==> config.mk <==
export PLATFORM = sky130hd
export DESIGN_NAME = cu_buffer_loader
export DESIGN_NICKNAME = d
export VERILOG_FILES = /design/src/rtl/tpu_pkg.sv /design/src/rtl/cu_sel_counter.sv /design/src/rtl/cu_buffer_loader.sv
export SDC_FILE = /design/constraint.sdc
export NUM_CORES = 1
export LEC_CHECK = 0
export BUFFER_PORTS_ARGS = -buffer_cell sky130_fd_sc_hd__buf_2
export CELL_PAD_IN_SITES_DETAIL_PLACEMENT = 0
export CELL_PAD_IN_SITES_GLOBAL_PLACEMENT = 1
export CORE_ASPECT_RATIO = 0.7
export CORE_MARGIN = 2
export CORE_UTILIZATION = 40
export DETAILED_ROUTE_END_ITERATION = 8
export HOLD_SLACK_MARGIN = 0.15
export PLACE_DENSITY_LB_ADDON = 0.05
export SYNTH_ARGS = -nofsm -noshare
export SYNTH_HDL_FRONTEND = slang
export SYNTH_SLANG_ARGS = --single-unit
==> constraint.sdc <==
create_clock -name aclk -period 5.7 [get_ports aclk]
set_input_delay 0.285 -clock aclk [delete_from_list [all_inputs] [get_ports aclk]]
set_output_delay 0.285 -clock aclk [all_outputs]
set_load 0.03 [all_outputs]
==> src/rtl/tpu_pkg.sv <==
// Shared types and helpers for the TPU buffer-load path.
// Holds FSM encoding, load modes and burst sizing.
package tpu_pkg;

  localparam int BURST_BEATS = 16;

  localparam logic MODE_WEIGHT = 1'b0;
  localparam logic MODE_KERNEL = 1'b1;

  typedef enum logic [2:0] {
    ST_IDLE,
    ST_REQ,
    ST_STREAM,
    ST_DRAIN,
    ST_DONE
  } load_state_t;

  function automatic logic [31:0] burst_count(
    input logic [31:0] len,
    input int          beats_log
  );
    logic [31:0] round;
    round = (32'd1 << beats_log) - 32'd1;
    return (len + round) >> beats_log;
  endfunction

endpackage

==> src/rtl/cu_sel_counter.sv <==
// Round-robin conv-unit / kernel-slot selector.
// Kernel mode steps k first, then carries into cu.
module cu_sel_counter
  import tpu_pkg::*;
#(
  parameter int N_CONV_UNIT = 64,
  parameter int N_KERNEL    = 3,
  parameter int CW = $clog2(N_CONV_UNIT),
  parameter int KW = (N_KERNEL > 1) ? $clog2(N_KERNEL) : 1
) (
  input  logic          aclk,
  input  logic          aresetn,
  input  logic          clear,
  input  logic          en,
  input  logic          mode,
  output logic [CW-1:0] cu_sel,
  output logic [KW-1:0] k_sel
);

  localparam logic [CW-1:0] CU_LAST = CW'(N_CONV_UNIT - 1);
  localparam logic [KW-1:0] K_LAST  = KW'(N_KERNEL - 1);

  logic [CW-1:0] cu_inc;

  assign cu_inc = (cu_sel == CU_LAST) ? '0 : cu_sel + 1'b1;

  always_ff @(posedge aclk) begin
    if (!aresetn) begin
      cu_sel <= '0;
      k_sel  <= '0;
    end else if (clear) begin
      cu_sel <= '0;
      k_sel  <= '0;
    end else if (en) begin
      if (mode == MODE_KERNEL) begin
        if (k_sel == K_LAST) begin
          k_sel  <= '0;
          cu_sel <= cu_inc;
        end else begin
          k_sel <= k_sel + 1'b1;
        end
      end else begin
        cu_sel <= cu_inc;
      end
    end
  end

endmodule

==> src/rtl/cu_buffer_loader.sv <==
// Burst-reads DDR and scatters beats round-robin
// into conv-unit weight buffers or kernel slots.
module cu_buffer_loader #(
  parameter int DATA_WIDTH  = 64,
  parameter int N_CONV_UNIT = 64,
  parameter int N_KERNEL    = 3,
  parameter int BURST_BEATS = tpu_pkg::BURST_BEATS,
  parameter int B_LEN       = 24
) (
  input  logic                          aclk,
  input  logic                          aresetn,
  input  logic                          load_start,
  input  logic                          load_mode,
  input  logic [31:0]                   load_addr,
  input  logic [B_LEN-1:0]              load_len,
  output logic                          load_busy,
  output logic                          load_done,
  output logic                          rstart,
  output logic [31:0]                   raddr,
  output logic [31:0]                   rnburst,
  input  logic                          ridle,
  input  logic [DATA_WIDTH-1:0]         s_axis_tdata,
  input  logic                          s_axis_tvalid,
  output logic                          s_axis_tready,
  output logic [DATA_WIDTH-1:0]         buf_di,
  output logic [N_CONV_UNIT-1:0]        wb_we,
  output logic [N_CONV_UNIT*N_KERNEL-1:0] kb_we
);

  import tpu_pkg::*;

  localparam int BURST_LOG = $clog2(BURST_BEATS);
  localparam int NB_W = B_LEN - BURST_LOG;
  localparam int CW   = $clog2(N_CONV_UNIT);
  localparam int KW   = (N_KERNEL > 1) ? $clog2(N_KERNEL) : 1;
  localparam int NKB  = N_CONV_UNIT * N_KERNEL;
  localparam int KBW  = $clog2(NKB);

  localparam logic [N_CONV_UNIT-1:0] WB_ONE = N_CONV_UNIT'(1);
  localparam logic [NKB-1:0]         KB_ONE = NKB'(1);

  load_state_t state;
  load_state_t state_nxt;

  logic             mode_r;
  logic [B_LEN-1:0] len_r;
  logic [B_LEN-1:0] beat_cnt;
  logic [B_LEN-1:0] beat_inc;
  logic [B_LEN-1:0] total;
  logic [NB_W-1:0]  nb_r;
  logic             issued;
  logic             accept;
  logic             start_ok;
  logic             wr_en;
  logic [CW-1:0]    cu_sel;
  logic [KW-1:0]    k_sel;
  logic [KBW-1:0]   kb_idx;

  assign accept   = s_axis_tvalid & s_axis_tready;
  assign start_ok = (state == ST_IDLE) & load_start;
  assign wr_en    = accept & (state == ST_STREAM);
  assign beat_inc = beat_cnt + B_LEN'(1);
  assign total    = {nb_r, {BURST_LOG{1'b0}}};
  assign rnburst  = 32'(nb_r);
  assign kb_idx   = KBW'(cu_sel) * KBW'(N_KERNEL)
                  + KBW'(k_sel);

  always_ff @(posedge aclk) begin
    if (!aresetn) begin
      state <= ST_IDLE;
    end else begin
      state <= state_nxt;
    end
  end

  always_comb begin
    state_nxt = state;
    unique case (state)
      ST_IDLE: begin
        if (load_start) begin
          state_nxt = (load_len != '0) ? ST_REQ
                                       : ST_DONE;
        end
      end
      // Wait for axi_mst to go idle, take the start, then go busy
      ST_REQ: begin
        if (issued && !ridle) state_nxt = ST_STREAM;
      end
      ST_STREAM: begin
        if (accept && beat_inc == len_r) begin
          state_nxt = (total > len_r) ? ST_DRAIN
                                      : ST_DONE;
        end
      end
      ST_DRAIN: begin
        if (accept && beat_inc == total) begin
          state_nxt = ST_DONE;
        end
      end
      ST_DONE: state_nxt = ST_IDLE;
      default: state_nxt = ST_IDLE;
    endcase
  end

  always_comb begin
    load_busy     = (state != ST_IDLE);
    load_done     = (state == ST_DONE);
    rstart        = (state == ST_REQ);
    s_axis_tready = (state == ST_STREAM)
                  | (state == ST_DRAIN);
  end

  always_ff @(posedge aclk) begin
    if (!aresetn) begin
      mode_r   <= MODE_WEIGHT;
      len_r    <= '0;
      nb_r     <= '0;
      raddr    <= '0;
      beat_cnt <= '0;
      issued   <= 1'b0;
    end else begin
      if (start_ok) begin
        mode_r   <= load_mode;
        len_r    <= load_len;
        raddr    <= load_addr;
        nb_r     <= NB_W'(burst_count(32'(load_len),
                                      BURST_LOG));
        beat_cnt <= '0;
        issued   <= 1'b0;
      end else if (accept) begin
        beat_cnt <= beat_inc;
      end
      if (state == ST_REQ && ridle) issued <= 1'b1;
    end
  end

  always_ff @(posedge aclk) begin
    if (!aresetn) begin
      buf_di <= '0;
      wb_we  <= '0;
      kb_we  <= '0;
    end else begin
      wb_we <= '0;
      kb_we <= '0;
      if (wr_en) begin
        buf_di <= s_axis_tdata;
        if (mode_r == MODE_KERNEL) begin
          kb_we <= KB_ONE << kb_idx;
        end else begin
          wb_we <= WB_ONE << cu_sel;
        end
      end
    end
  end

  cu_sel_counter #(
    .N_CONV_UNIT (N_CONV_UNIT),
    .N_KERNEL    (N_KERNEL)
  ) u_sel (
    .aclk    (aclk),
    .aresetn (aresetn),
    .clear   (start_ok),
    .en      (wr_en),
    .mode    (mode_r),
    .cu_sel  (cu_sel),
    .k_sel   (k_sel)
  );

endmodule

== Word level (Yosys, flattened, before mapping) ==
Cells that the tools add are included.
W data, S select, Z words.

* Input port bits: 126
* Output and inout port bits: 388
* Word-level logic and storage cells: 68
* Register bits: 433

* Magnitude comparators: 1
* Bitwise operators: 6
* Shift operators: 2
* Equality and inequality tests: 13
* Reduce and logical (&&, ||, !) cells: 15
* $mul: 1
* Add/sub/neg operators: 5
* Muxes and demuxes: 13

{| class="wikitable"
|+ Operators with widths
! operator !! count
|-
| $shl A1 B8 Y192 const A || 1
|-
| $shl A1 B6 Y64 const A || 1
|-
| $eq A24 B24 Y1 || 2
|-
| $add A24 B1 Y24 const B || 1
|-
| $add A24 B4 Y24 const B || 1
|-
| $gt A24 B24 Y1 || 1
|-
| $reduce_bool A24 Y1 || 1
|-
| $mux W3 || 6
|-
| $mux W6 || 3
|-
| $pmux W3 S4 || 1
|-
| $add A8 B2 Y8 || 1
|-
| $mul A6 B2 Y8 const B || 1
|-
| $add A6 B1 Y6 const B || 1
|-
| $eq A3 B2 Y1 const B || 2
|-
| $eq A6 B6 Y1 const B || 1
|-
| $ne A2 B2 Y1 const B || 3
|-
| $logic_and A1 B1 Y1 || 4
|-
| $ne A2 B1 Y1 const B || 2
|-
| $reduce_and A2 Y1 || 2
|-
| $reduce_and A4 Y1 || 1
|-
| $and A1 B1 Y1 || 3
|-
| $eq A3 B1 Y1 const B || 1
|-
| $eq A3 B3 Y1 const B || 1
|-
| $logic_not A3 Y1 || 1
|-
| other kinds (12) || 14
|}

== Logic depth before layout (Yosys ltp) ==
Gate-level depths: netlist (run 1).

* Word-level depth: 6
* Mapped depth: 12
* Depth with buffers taken out: 12

== Hierarchy ==
From an unflattened synthesis (run 1), not the netlist that was laid out.

* Cells, all modules: 1807
* Area, all modules: 15912.8 um^2

{| class="wikitable"
|+ By module, submodules not included
! module !! area each (um^2) !! sequential area each (um^2) !! cells an instance !! instances
|-
| cu_buffer_loader || 15523.6 || 8508.2 || 1764 || 1
|-
| cu_sel_counter || 389.1 || 160.2 || 43 || 1
|}

== Worst setup path before layout (run 1) ==
OpenSTA, ideal clock, no wires.

* Kind: register to register
* Start: register u_sel.cu_sel[0]
* End: register kb_we[178]
* Cell stages (with the launch flop): 13
* Data arrival time: 2.763 ns
* Path buffers: 0
* Period minus slack after synthesis: 2.829 ns
* Data required time: 5.634 ns
* Library setup time: 0.066 ns
* Path slack: 2.871 ns
* Cells stage by stage: dfxtp_1 > fa_1 > ha_1 > inv_1 > fa_1 > inv_1 > a21oi_1 > o21bai_1 > a21o_1 > nand2b_1 > nor3b_1 > nand2_1 > nor2_1

* Word-level cells in the longest chain between the ends: 3

{| class="wikitable"
|+ RTL lines
! what !! RTL line !! source
|-
| start, declared || cu_sel_counter.sv:16 || <nowiki>output logic [CW-1:0] cu_sel,</nowiki>
|-
| start signal, assigned || cu_sel_counter.sv:38 || <nowiki>cu_sel <= cu_inc;</nowiki>
|-
| start signal, assigned || cu_sel_counter.sv:43 || <nowiki>cu_sel <= cu_inc;</nowiki>
|-
| $mul A6 B2 Y8 || cu_buffer_loader.sv:65 || <nowiki>assign kb_idx = KBW'(cu_sel) * KBW'(N_KERNEL)</nowiki>
|-
| $add A8 B2 Y8 || cu_buffer_loader.sv:66 || <nowiki>+ KBW'(k_sel);</nowiki>
|-
| $shl A1 B8 Y192 || cu_buffer_loader.sv:148 || <nowiki>kb_we <= KB_ONE << kb_idx;</nowiki>
|-
| end signal, assigned || cu_buffer_loader.sv:148 ||
|-
| end, declared || cu_buffer_loader.sv:27 || <nowiki>output logic [N_CONV_UNIT*N_KERNEL-1:0] kb_we</nowiki>
|}

Every way passes these cells.
A chain may end at the register's enable or synchronous reset.

== Final worst setup path (run 1) ==
* Start: register u_sel.cu_sel[0]
* End: register kb_we[118]

Same word-level chain as after synthesis.

==> results of run 1 <==
## sequential cells by signal, indices dropped and copies added, names as in the netlist
| name | cells |
|---|---|
| u_sel.cu_sel | 6 |
| kb_we | 192 |
| u_sel.k_sel | 2 |
| issued | 1 |
| buf_di | 64 |
| state | 3 |
| beat_cnt | 24 |
| mode_r | 1 |
| nb_r | 20 |
| len_r | 24 |
| wb_we | 64 |
| raddr | 32 |
## power breakdown
part           leakage, uW  internal (uW)  switching (uW)
clock network     0.000755           1860            1220
registers          0.00350           3210             202
logic              0.00528            581            1140
total              0.00954           5650            2570
## per-stage QoR
stage,cell area [sq um],util [%]
floorplan,15900,-
global placement,18700,48.2
detailed placement,18700,48.2
CTS,21400,55.3
global route,21400,55.3
finish,21400,55.3
## routing by layer
metal / up-vias / part of all wire (%) / GRT usage [%]
li1: 7082 / - / -
met4: 0 / 2.3 / 7.00
met5: - / 0 / 0
met3: 88 / 7.6 / 6.27
met2: 526 / 45 / 42.7
met1: 6943 / 45 / 35.6
## placed cells by master (no fill, tap or decap), types with 8 or more instances in the layout
master,n
and2_1,8
clkbuf_16,44
nor2_1,331
nor4_1,23
nand2_1,318
clkbuf_1,9
conb_1,12
dlygate4sd3_1,122
ha_1,40
nand3_1,38
buf_2,501
o21ai_0,20
clkbuf_8,9
nor3_1,18
buf_4,9
a21o_1,14
xnor2_1,59
a211oi_1,10
nand4_1,27
xor2_1,41
dfxtp_1,433
a21oi_1,148
nor2b_1,8
inv_1,46
and3_1,9
## final timing paths
check,slack (ns),to,cells past startpoint,start
worst max-delay path,2.00,kb_we[118],10,u_sel.cu_sel[0]
worst min-delay path,0.24,nb_r[11],3,aresetn
worst max register to register,2.00,kb_we[118],10,u_sel.cu_sel[0]
worst min register to register,0.45,raddr[16],2,raddr[16]
## worst max-delay path: stages, from the launching register on
cell and delay, ns:
dfxtp_1 0.41, fa_1 0.57, ha_1 0.16, inv_1 0.05, fa_1 0.40, inv_1 0.07, a21oi_1 0.06, o21bai_1 0.27
xor2_1 0.29, nand3_1 0.93, nor2_1 0.35
## repair_timing
| action | CTS | global route |
|---|---|---|
| endpoints found under the hold margin | 138 | 0 |
| hold buffers | 122 | 0 |
| setup endpoints to repair | 0 | 0 |
## kinds of logic after synthesis
logic type / synth area share (%)
simple gates: 22.4
flops: 54.6
compound gates: 9.01
buf+inv: 4.23
xor+xnor: 5.95
fa+ha+maj: 3.41
mux: 0.331
other cells: 0.0236
## layout make-up
| type | count | area (sq um) | share of cell area [%] |
|---|---|---|---|
| inverters | 47 | 179 | 0.835 |
| repair buffers | 632 | 3800 | 17.7 |
| flip-flops and latches | 433 | 8670 | 40.4 |
| multi-input cells | 1227 | 6580 | 30.7 |
| clock inverters | 16 | 270 | 1.26 |
| clock buffers | 62 | 1260 | 5.87 |
| diodes | 7 | 17.5 | 0.0817 |
| well taps | 527 | 659 | 3.08 |
==> summary.md, run 1 <==
| Metric | Value |
|---|---|
| Status | `complete, no violations` |
| Root buffer cell | `clkbuf_16` |
| Via/cell ratio | `4.96` |
| Number of enable flip-flop cells after synthesis | `0` |
| Die area | `between 0.04 and 0.05 sq mm` |
| Worst slew margin | `15.4%` |
| Pwr Density | `383 mW/mm^2` |
| Gpl congestion | `0.902` |
| Wire per inst | `~19 microns` |
| Critical path class | `reg -> reg` |
| Final cycle utilization of the critical path | `64.9%` |
| Post-CTS Setup Bufs | `0` |
| Largest net degree at the start of global routing | `94` |
| DP Wirelength | `41.2 mm` |
| First-pass GRT wire length | `between 80 and 90 mm` |
| Vias | `~15,000` |
| Synth warnings | `0` |
| Die Y | `171 microns` |
| Synth top area cells | `dfxtp_1 (55%), nor2_1 (7.9%), nand2_1 (7.6%)` |
| Synthesized flop and latch total | `between 400 and 500` |
| CTS H-tree depth | `2` |
| Minimum clock period | `3.70 ns` |
| Vias in the first global route | `14,177` |
| CP Capture Type | `register` |
| Nets | `2,552` |
| Initial antenna violation count | `7` |
| CTS tree | `built` |
| Cell area after synthesis | `around 0.016 sq mm` |
| Worst path required time | `6.17 ns` |
| Final Hold Fails | `0` |
| # clock sinks | `433` |
| Overall Power | `8210 uW` |
| MaxCap Viol Count | `0` |
| Share of cells above drive strength 1 | `24.7%` |
| Placed cell count | `2,744` |
| Crit Path Max Fanout | `24` |
| Synth unique cells | `74` |
| Async SR Flop Fraction | `0%` |
| Final std cells w/o fill | `2,951` |
| Slew @ Worst Pin | `approximately 1.3 ns` |
| Pre-CTS setup slack | `2.08 ns` |
| CP startpoint kind | `register` |
| Clock Skew | `0.0151 ns` |
| # port buffers | `501` |
| Sequential-to-total area share from yosys stat | `a little over half` |
| GRT Total Usage | `26.4%` |
| Final Hold Slack | `0.238 ns` |
| Max-slew violations | `0` |
| Detail Route Antenna Nets | `0` |
| Core ar. | `0.0387 sq mm` |
| Num CTS Buffers | `43` |
| DRC | `0` |
| Top cells by count, synth | `dfxtp_1 (433), nor2_1 (332), nand2_1 (320), a21oi_1 (148), clkbuf_1 (88)` |
| Unrepaired setup endpoints after global routing | `no` |
| Row Count | `60` |
| Top-count cell post-synth | `dfxtp_1` |
| Post-CTS sizing | `0` |
| Worst Path Arrival | `about 4.2 ns` |
| Fillcell total | `3,701` |
| Leakage | `0.00954 uW` |
| Main synth FF type | `dfxtp_1` |
| Max clock buf depth | `3` |
| Worst-path clk slew | `around 0.070 ns` |
| Total wire length | `56.5 mm` |
| Fmax | `271 MHz` |
| DR iter-0 viols | `around 900` |
| Starting Density | `between 40% and 50%` |
| Area growth from synthesis to layout | `35.1%` |
| Post-synth top area share | `54.6%` |
| Maximum VDD drop | `0.296 mV` |
| Gr ovfl total | `0` |
| Mean Syn Cell Area | `8.77 sq um` |
| IO Pins | `514` |
| DIE WIDTH | `around 240 microns` |
| Final setup violation count | `0` |
| Syn Inst Count | `between 1,500 and 2,000` |
| Fin Setup TNS | `0 ns` |
| TritonRoute pass-1 iters | `5` |
| Worst skew pair latency | `roughly 0.56 ns` |
| Cell taking the most area after synthesis | `dfxtp_1` |
| Final worst slack | `roughly 2 ns` |
| HP Class | `in -> reg` |
Note: power is estimated with default switching activity, not from simulation.
==> run 2: changes to the inputs <==
--- a/config.mk
+++ b/config.mk
@@ -5,12 +5,13 @@
 export SDC_FILE = /design/constraint.sdc
 export NUM_CORES = 1
 export LEC_CHECK = 0
+export ABC_AREA = 1
 export BUFFER_PORTS_ARGS = -buffer_cell sky130_fd_sc_hd__buf_2
 export CELL_PAD_IN_SITES_DETAIL_PLACEMENT = 0
 export CELL_PAD_IN_SITES_GLOBAL_PLACEMENT = 1
 export CORE_ASPECT_RATIO = 0.7
 export CORE_MARGIN = 2
-export CORE_UTILIZATION = 40
+export CORE_UTILIZATION = 37
 export DETAILED_ROUTE_END_ITERATION = 8
 export HOLD_SLACK_MARGIN = 0.15
 export PLACE_DENSITY_LB_ADDON = 0.05
==> constraint.sdc (replaced) <==
create_clock -name aclk -period 3.5 [get_ports aclk]
set_input_delay 0.175 -clock aclk [delete_from_list [all_inputs] [get_ports aclk]]
set_output_delay 0.175 -clock aclk [all_outputs]
set_load 0.03 [all_outputs]
==> run 2 against run 1 <==
Net effect:
- clock power is 61% higher
- register-to-register slack lost 1.6 ns
- setup slack got worse by 1.6 ns
- clock skew grew 0.0040 ns
- critical endpoint is now nb_r[16]
==> summary.md, run 2 <==
| Metric | Value |
|---|---|
| Die Y | `183 microns (+7.0%)` |
| TritonRoute pass-1 iters | `5 (unchanged)` |
| Initial antenna violation count | `0 (-7)` |
| Post-CTS Setup Bufs | `0 (unchanged)` |
| Number of enable flip-flop cells after synthesis | `0 (unchanged)` |
| DRC | `0 (unchanged)` |
| Met1 Use GR | `36.2% (+0.60 points)` |
| MaxCap Viol Count | `0 (unchanged)` |
| Worst skew pair latency | `0.56 ns (about the same)` |
| Pwr Density | `589 mW/mm^2 (+54%)` |
| Core Util, Final | `51.0% (-4.3 points)` |
| Top-count cell post-synth | `dfxtp_1` |
| Total wire length | `59.6 mm (+5.5%)` |
| Synth unique cells | `52 (-30%)` |
| Vias | `15,896 (+8.6%)` |
| GR Util met2 | `35.5% (-7.2 points)` |
| Final Hold Slack | `0.234 ns (-0.00382 ns)` |
| Hold worst-path end | `beat_cnt[3]` |
| Starting Density | `37.4% (-3.5 points)` |
| Share of cells above drive strength 1 | `27.1% (+2.3 points)` |
| Max-slew violations | `0 (unchanged)` |
| IO Pins | `514 (unchanged)` |
| # port buffers | `501 (unchanged)` |
| Gr ovfl total | `0 (unchanged)` |
| Maximum VDD drop | `0.398 mV (+35%)` |
| Worst Path Arrival | `3.56 ns (-0.60 ns)` |
| Hold Crit Start | `s_axis_tvalid` |
| Syn Inst Count | `2,047 (+13%)` |
| Leakage | `0.0107 uW (+12%)` |
| Minimum clock period | `3.07 ns` |
| Biggest regs | `kb_we x192, buf_di x64, wb_we x64` |
| Status | `complete, no violations` |
| Top reg by flops | `kb_we` |
| CTS tree | `built` |
| Largest net degree at the start of global routing | `67 (-29%)` |
| Num CTS Buffers | `45 (+4.7%)` |
| Synth top area cells | `dfxtp_1 (51%), nor2_1 (9.5%), nand2_1 (5.7%)` |
| Sequential-to-total area share from yosys stat | `51.5% (-3.2 points)` |
| Final cycle utilization of the critical path | `87.6%` |
| First-pass GRT wire length | `89.7 mm (+5.6%)` |
| Post-route cell area | `0.0229 sq mm (+7.0%)` |
| Fmax | `around 330 MHz` |
| Synthesized flop and latch total | `433 (unchanged)` |
| RR Endpoint | `kb_we[175]` |
| Wire per inst | `18.1 microns (-5.6%)` |
| GRT Total Usage | `24.3% (-2.1 points)` |
| Root buffer cell | `clkbuf_16` |
| Final setup violation count | `0 (unchanged)` |
| Mean Syn Cell Area | `8.23 sq um (-6.2%)` |
| Row Count | `65 (+8.3%)` |
| CTS H-tree depth | `2 (unchanged)` |
| Worst path required time | `3.99 ns (-2.18 ns)` |
| CP startpoint kind | `primary input` |
| Fin Setup TNS | `0 ns (unchanged)` |
| Nets | `2,831 (+11%)` |
| Critical path class | `in -> reg` |
| Hold Path Stages | `5 (+2)` |
| Post-synth top area share | `51.5% (-3.2 points)` |
| DP Wirelength | `43.2 mm (+4.9%)` |
| Overall Power | `13,500 uW (+64%)` |
| # clock sinks | `433 (unchanged)` |
| Detail Route Antenna Nets | `0 (unchanged)` |
| Unrepaired setup endpoints after global routing | `no` |
| DR iter-0 viols | `1,124 (+24%)` |
| Worst slew margin | `46.4% (+31 points)` |
| Clock Skew | `0.0191 ns (+0.00397 ns)` |
| Cell area after synthesis | `0.0168 sq mm (+6.2%)` |
| HP Class | `in -> reg` |
| FF-to-FF setup slack | `0.45 ns (-1.55 ns)` |
| Gpl congestion | `0.850 (-5.7%)` |
| Via/cell ratio | `4.82 (-2.9%)` |
| Crit Path Max Fanout | `5 (-79%)` |
| Main synth FF type | `dfxtp_1` |
| Vias in the first global route | `14,857 (+4.8%)` |
| FF-to-FF path depth | `9 (-1)` |
| Cell taking the most area after synthesis | `dfxtp_1` |
| Top cells by count, synth | `dfxtp_1 (433), nor2_1 (426), nand2_1 (256), inv_1 (170), nand3_1 (115)` |
| Most Used Layer, Global Route | `met1` |
| Commonest non-fill, non-tap cell in the layout | `buf_2` |
| Area growth from synthesis to layout | `36.1%` |
| DP Area | `0.0200 sq mm (+7.1%)` |
| Max FFs per register | `192 (unchanged)` |
| Final Hold Fails | `0 (unchanged)` |
| CP Capture Type | `register` |
| Synth warnings | `0 (unchanged)` |
| Met3 GRT Util | `5.14% (-1.1 points)` |
| Most frequent cells in the layout | `buf_2 (501), dfxtp_1 (433), nor2_1 (425), nand2_1 (254), inv_1 (170)` |
| Post-CTS sizing | `0 (unchanged)` |
| RR Startpoint | `u_sel.cu_sel[0]` |
| DIE WIDTH | `259 microns (+7.0%)` |
| Async SR Flop Fraction | `0% (unchanged)` |
| Max clock buf depth | `3 (unchanged)` |
| Ant. Diodes | `0 (-7)` |
| Core ar. | `0.0450 sq mm (+16%)` |
| Die area | `0.0473 sq mm (+14%)` |
| Worst-path clk slew | `0.06 ns (about the same)` |
| Slew @ Worst Pin | `0.803 ns (-0.463 ns)` |
[run 2: cell count changes after synthesis, sizes merged, moves of 17 or more]
cell / before / now
xor2: 41 / 5
nor2: 332 / 440
a21oi: 148 / 50
nand2: 320 / 280
nor4: 25 / 7
xnor2: 59 / 3
nand4: 29 / 80
a22o: 1 / 32
o21ai: 20 / 117
nor3: 19 / 83
buf: 24 / 41
nand3: 38 / 117
inv: 47 / 177
[run 2: metrics by stage]
stage / instances / setup slack [ns]
5_1_grt: 3299 / 0.233
3_3_place_gp: 3078 / 0.563
2_1_floorplan: 2058 / 0.559
3_5_place_dp: 3078 / 0.468
6_report: 3299 / 0.434
4_1_cts: 3299 / 0.448
[run 2: what timing repair did]
item,in CTS,in global routing
endpoints found under the setup margin,0,0
hold buffers,141,0
endpoints found under the hold margin,142,0
[run 2: per-layer routing]
layer	up-vias	wire length, microns	share of wire, %
li1	7917	-	-
met1	7420	29600	50
met2	481	24800	42
met3	78	3830	6.4
met4	0	1410	2.4
met5	-	0	0
[run 2: cell type report]
cell class,instances,area [sq um]
clock buffer,62,1270
fill,4345,22000
timing repair buffer,681,4300
multi-input combinational,1323,7010
tap,603,754
inverter,179,672
sequential,433,8670
clock inverter,18,254
[run 2: critical path, cell delays in order]
cell	delay [ns]
dlygate4sd3_1	0.52
buf_2	0.11
inv_1	0.11
nor4_4	0.31
nand2_1	0.16
nor2_2	0.18
nand2_1	0.09
inv_1	0.15
nand2_2	0.11
nor2_4	0.16
nand3_4	0.11
nor2_1	0.10
nor2_1	0.04
dlygate4sd3_1	0.54
o21ai_1	0.12
dlygate4sd3_1	0.55
[run 2: logic make-up (layout without fill, tap and decap cells)]
group / after synthesis / after routing / synth area share (%)
compound gates: 244 / 244 / 8.68
xor+xnor: 8 / 8 / 0.416
fa+ha+maj: 42 / 42 / 3.21
buf+inv: 302 / 940 / 7.41
flops: 433 / 433 / 51.5
other cells: 1 / 12 / 0.0223
simple gates: 1017 / 1017 / 28.8
[run 2: worst max-delay path by stage]
| stage | from | slack (ns) | end | cells past startpoint |
|---|---|---|---|---|
| 2_1_floorplan | u_sel.cu_sel[0] | 0.56 | kb_we[86] | 10 |
| 3_3_place_gp | u_sel.cu_sel[0] | 0.56 | kb_we[10] | 11 |
| 3_5_place_dp | u_sel.cu_sel[0] | 0.47 | kb_we[175] | 9 |
| 4_1_cts | u_sel.cu_sel[0] | 0.45 | kb_we[138] | 11 |
| 5_1_grt | u_sel.cu_sel[0] | 0.23 | kb_we[148] | 12 |
| 6_report | load_len[4] | 0.43 | nb_r[16] | 16 |
[run 2: where the power goes]
| group | switching, uW | internal [uW] | leakage [uW] |
|---|---|---|---|
| logic | 2010 | 948 | 0.00648 |
| registers | 285 | 5300 | 0.00350 |
| clock network | 2040 | 2920 | 0.000736 |
| total | 4330 | 9170 | 0.0107 |
==> run 3: changes to the inputs <==
--- a/config.mk
+++ b/config.mk
@@ -6,6 +6,7 @@
 export NUM_CORES = 1
 export LEC_CHECK = 0
 export ABC_AREA = 1
+export ABC_CLOCK_PERIOD_IN_PS = 2900
 export BUFFER_PORTS_ARGS = -buffer_cell sky130_fd_sc_hd__buf_2
 export CELL_PAD_IN_SITES_DETAIL_PLACEMENT = 0
 export CELL_PAD_IN_SITES_GLOBAL_PLACEMENT = 1
==> constraint.sdc (replaced) <==
create_clock -name aclk -period 2.9 [get_ports aclk]
set_input_delay 0.145 -clock aclk [delete_from_list [all_inputs] [get_ports aclk]]
set_output_delay 0.145 -clock aclk [all_outputs]
set_load 0.03 [all_outputs]
==> run 3 against run 2 <==
Net effect:
- flip-flop and latch count did not move
- routed wire length rose by 1.2%
- highest routed layer unchanged
- non-clock buffer count rose by 44
- largest cell class unchanged
- critical path type is now reg -> reg
- die area did not move
==> summary.md, run 3 (synthesized netlist as in run 2, its figures left out) <==
| Metric | Value |
|---|---|
| Wire per inst | `18.0 microns (-0.19%)` |
| TritonRoute pass-1 iters | `5 (unchanged)` |
| GRT Total Usage | `24.6% (+0.21 points)` |
| Sw power | `5270 uW (+22%)` |
| Gpl congestion | `0.893 (+5.0%)` |
| Worst skew pair latency | `0.57 ns (about the same)` |
| Max-slew violations | `0 (unchanged)` |
| Max FFs per register | `192 (unchanged)` |
| Leakage | `0.0109 uW (+2.1%)` |
| Detail Route Antenna Nets | `0 (unchanged)` |
| # port buffers | `501 (unchanged)` |
| CTS H-tree depth | `2 (unchanged)` |
| DR iter-0 viols | `1,379 (+23%)` |
| Gr ovfl total | `0 (unchanged)` |
| Worst slew margin | `50.8% (+4.3 points)` |
| Core ar. | `0.0450 sq mm (unchanged)` |
| Area growth from synthesis to layout | `39.1%` |
| IO Pins | `514 (unchanged)` |
| Placed cell count | `3,109 (+1.0%)` |
| Fin Setup TNS | `0 ns (unchanged)` |
| Most frequent cells in the layout | `buf_2 (501), dfxtp_1 (433), nor2_1 (418), nand2_1 (253), inv_1 (168)` |
| Worst path required time | `3.38 ns (-0.61 ns)` |
| Worst Path Arrival | `3.31 ns (-0.25 ns)` |
| Fmax | `353 MHz` |
| HP Class | `in -> reg` |
| Minimum clock period | `roughly 2.8 ns` |
| Most used cell, CP | `buf_4` |
| Root buffer cell | `clkbuf_16` |
| Pwr Density | `696 mW/mm^2 (+18%)` |
| Largest net degree at the start of global routing | `67 (unchanged)` |
| Clock power frac | `36.1% (-0.6 points)` |
| P_int | `11,000 uW (+20%)` |
| # clock sinks | `433 (unchanged)` |
| Initial antenna violation count | `1 (+1)` |
| Biggest regs | `kb_we x192, buf_di x64, wb_we x64` |
| Final std cells w/o fill | `3,346 (+1.4%)` |
| FF-to-FF path depth | `11 (+2)` |
| Via/cell ratio | `4.82 (about the same)` |
| Die Y | `183 microns (unchanged)` |
| Maximum VDD drop | `0.438 mV (+10%)` |
| Top reg by flops | `kb_we` |
| Row Count | `65 (unchanged)` |
| CP peak stage delay | `0.55 ns (about the same)` |
| Max clock buf depth | `3 (unchanged)` |
| Commonest non-fill, non-tap cell in the layout | `buf_2` |
| Nets | `2,875 (+1.6%)` |
| Clock Skew | `0.0235 ns (+0.00442 ns)` |
| Core Util, Final | `52.1% (+1.1 points)` |
| Worst-path clk slew | `0.07 ns (about the same)` |
| First-pass GRT wire length | `90.5 mm (+0.86%)` |
| MaxCap Viol Count | `0 (unchanged)` |
| Vias in the first global route | `15,096 (+1.6%)` |
| Critical path class | `reg -> reg` |
| Crit path cell chain | `fa_1 > ha_1 > inv_1 > fa_2 > xnor2_1 > buf_4 > clkinvlp_4 > nor2_2 > buf_4 > nand4_1 > nor2_1` |
| CTS tree | `built` |
| Sequential fraction of design power | `41.3% (about the same)` |
| Num CTS Buffers | `44 (-2.2%)` |
| CP Capture Type | `register` |
| Die area | `0.0473 sq mm (unchanged)` |
| Overall Power | `16,300 uW (+21%)` |
| Net Sw Frac | `32.3% (+0.24 points)` |
| Share of cells above drive strength 1 | `29.0% (+1.9 points)` |
| Total wire length | `60.4 mm (+1.2%)` |
| Slew @ Worst Pin | `0.739 ns (-0.0640 ns)` |
| DP Wirelength | `43.9 mm (+1.7%)` |
| Starting Density | `37.4% (unchanged)` |
| Final setup violation count | `0 (unchanged)` |
| Final Hold Slack | `0.343 ns (+0.108 ns)` |
| DRC | `0 (unchanged)` |
| Worst path depth | `11 (-5)` |
| Slowest stage cell on the critical path | `fa_1` |
| Unrepaired setup endpoints after global routing | `yes` |
| CP startpoint kind | `register` |
| Cell family with most CP delay | `adder cells` |
| Status | `complete, no violations` |
| Crit Path Max Fanout | `13 (+8)` |
| Final Hold Fails | `0 (unchanged)` |
| Logic gate share of total power | `22.5% (+0.6 points)` |
| Final cycle utilization of the critical path | `97.6%` |
| Fillcell total | `4,304 (-0.94%)` |
| Hold Path Stages | `4 (-1)` |
| Buffers and inverters on the worst path | `4 (-2)` |
| Vias | `16,134 (+1.5%)` |
| DIE WIDTH | `259 microns (unchanged)` |
## run 3: changes by cell type in the layout (fill, tap and decap cells not counted), sizes merged
cell         change
clkinvlp         +1
clkbuf           +4
buf             +41
diode            +1
bufinv           -1
dlygate4sd3      +1
## run 3: power groups by stage
stage	clock network (uW)	logic (uW)	registers (uW)
after floorplan	0	1700	7370
after global placement	0	3400	6840
after detailed placement	0	3420	6840
after CTS	6040	3610	6720
after global routing	6280	4010	6780
final	5890	3670	6740
## run 3: final cells by class
class	count	area, sq um	share of cell area, %
multi-input cells	1323	7100	30.3
inverters	179	676	2.88
repair inverters	1	7.51	0.0321
clock inverters	17	225	0.962
repair buffers	725	4710	20.1
well taps	603	754	3.22
flip-flops and latches	433	8670	37.0
diodes	1	2.50	0.0107
clock buffers	64	1280	5.45
## run 3: worst paths after layout
check	startpoint	to	slack, ns
max	u_sel.cu_sel[0]	kb_we[9]	0.07
min	s_axis_tdata[60]	buf_di[60]	0.34
max reg2reg	u_sel.cu_sel[0]	kb_we[9]	0.07
min reg2reg	raddr[2]	raddr[2]	0.47
## run 3: metrics by stage
stage / area, sq um / setup WS [ns]
global route: 23400 / -0.0470
CTS: 23200 / -0.0218
finish: 23400 / 0.0693
detailed placement: 20300 / 0.0287
global placement: 20300 / 0.0500
floorplan: 16900 / -0.0414
## run 3: per-layer routing
metal  GRT usage [%]  wire, microns
met2            35.9          25000
met1            36.8          29600
met5               0              0
met3            4.36           4290
met4            6.50           1500
## run 3: worst reg2reg max path, stage by stage (launching register included)
cell and delay, ns:
dfxtp_1 0.33, fa_1 0.55, ha_1 0.14, inv_1 0.06, fa_2 0.35, xnor2_1 0.14
buf_4 0.24, clkinvlp_4 0.20, nor2_2 0.24, buf_4 0.21, nand4_1 0.15, nor2_1 0.13
## run 3: timing repair
item,CTS,global route
pin swaps,0,2
setup endpoints to repair,7,178
resized for setup,0,25
hold endpoints to repair,146,0
setup buffers,0,11
gates cloned,0,2
hold buffers,142,0
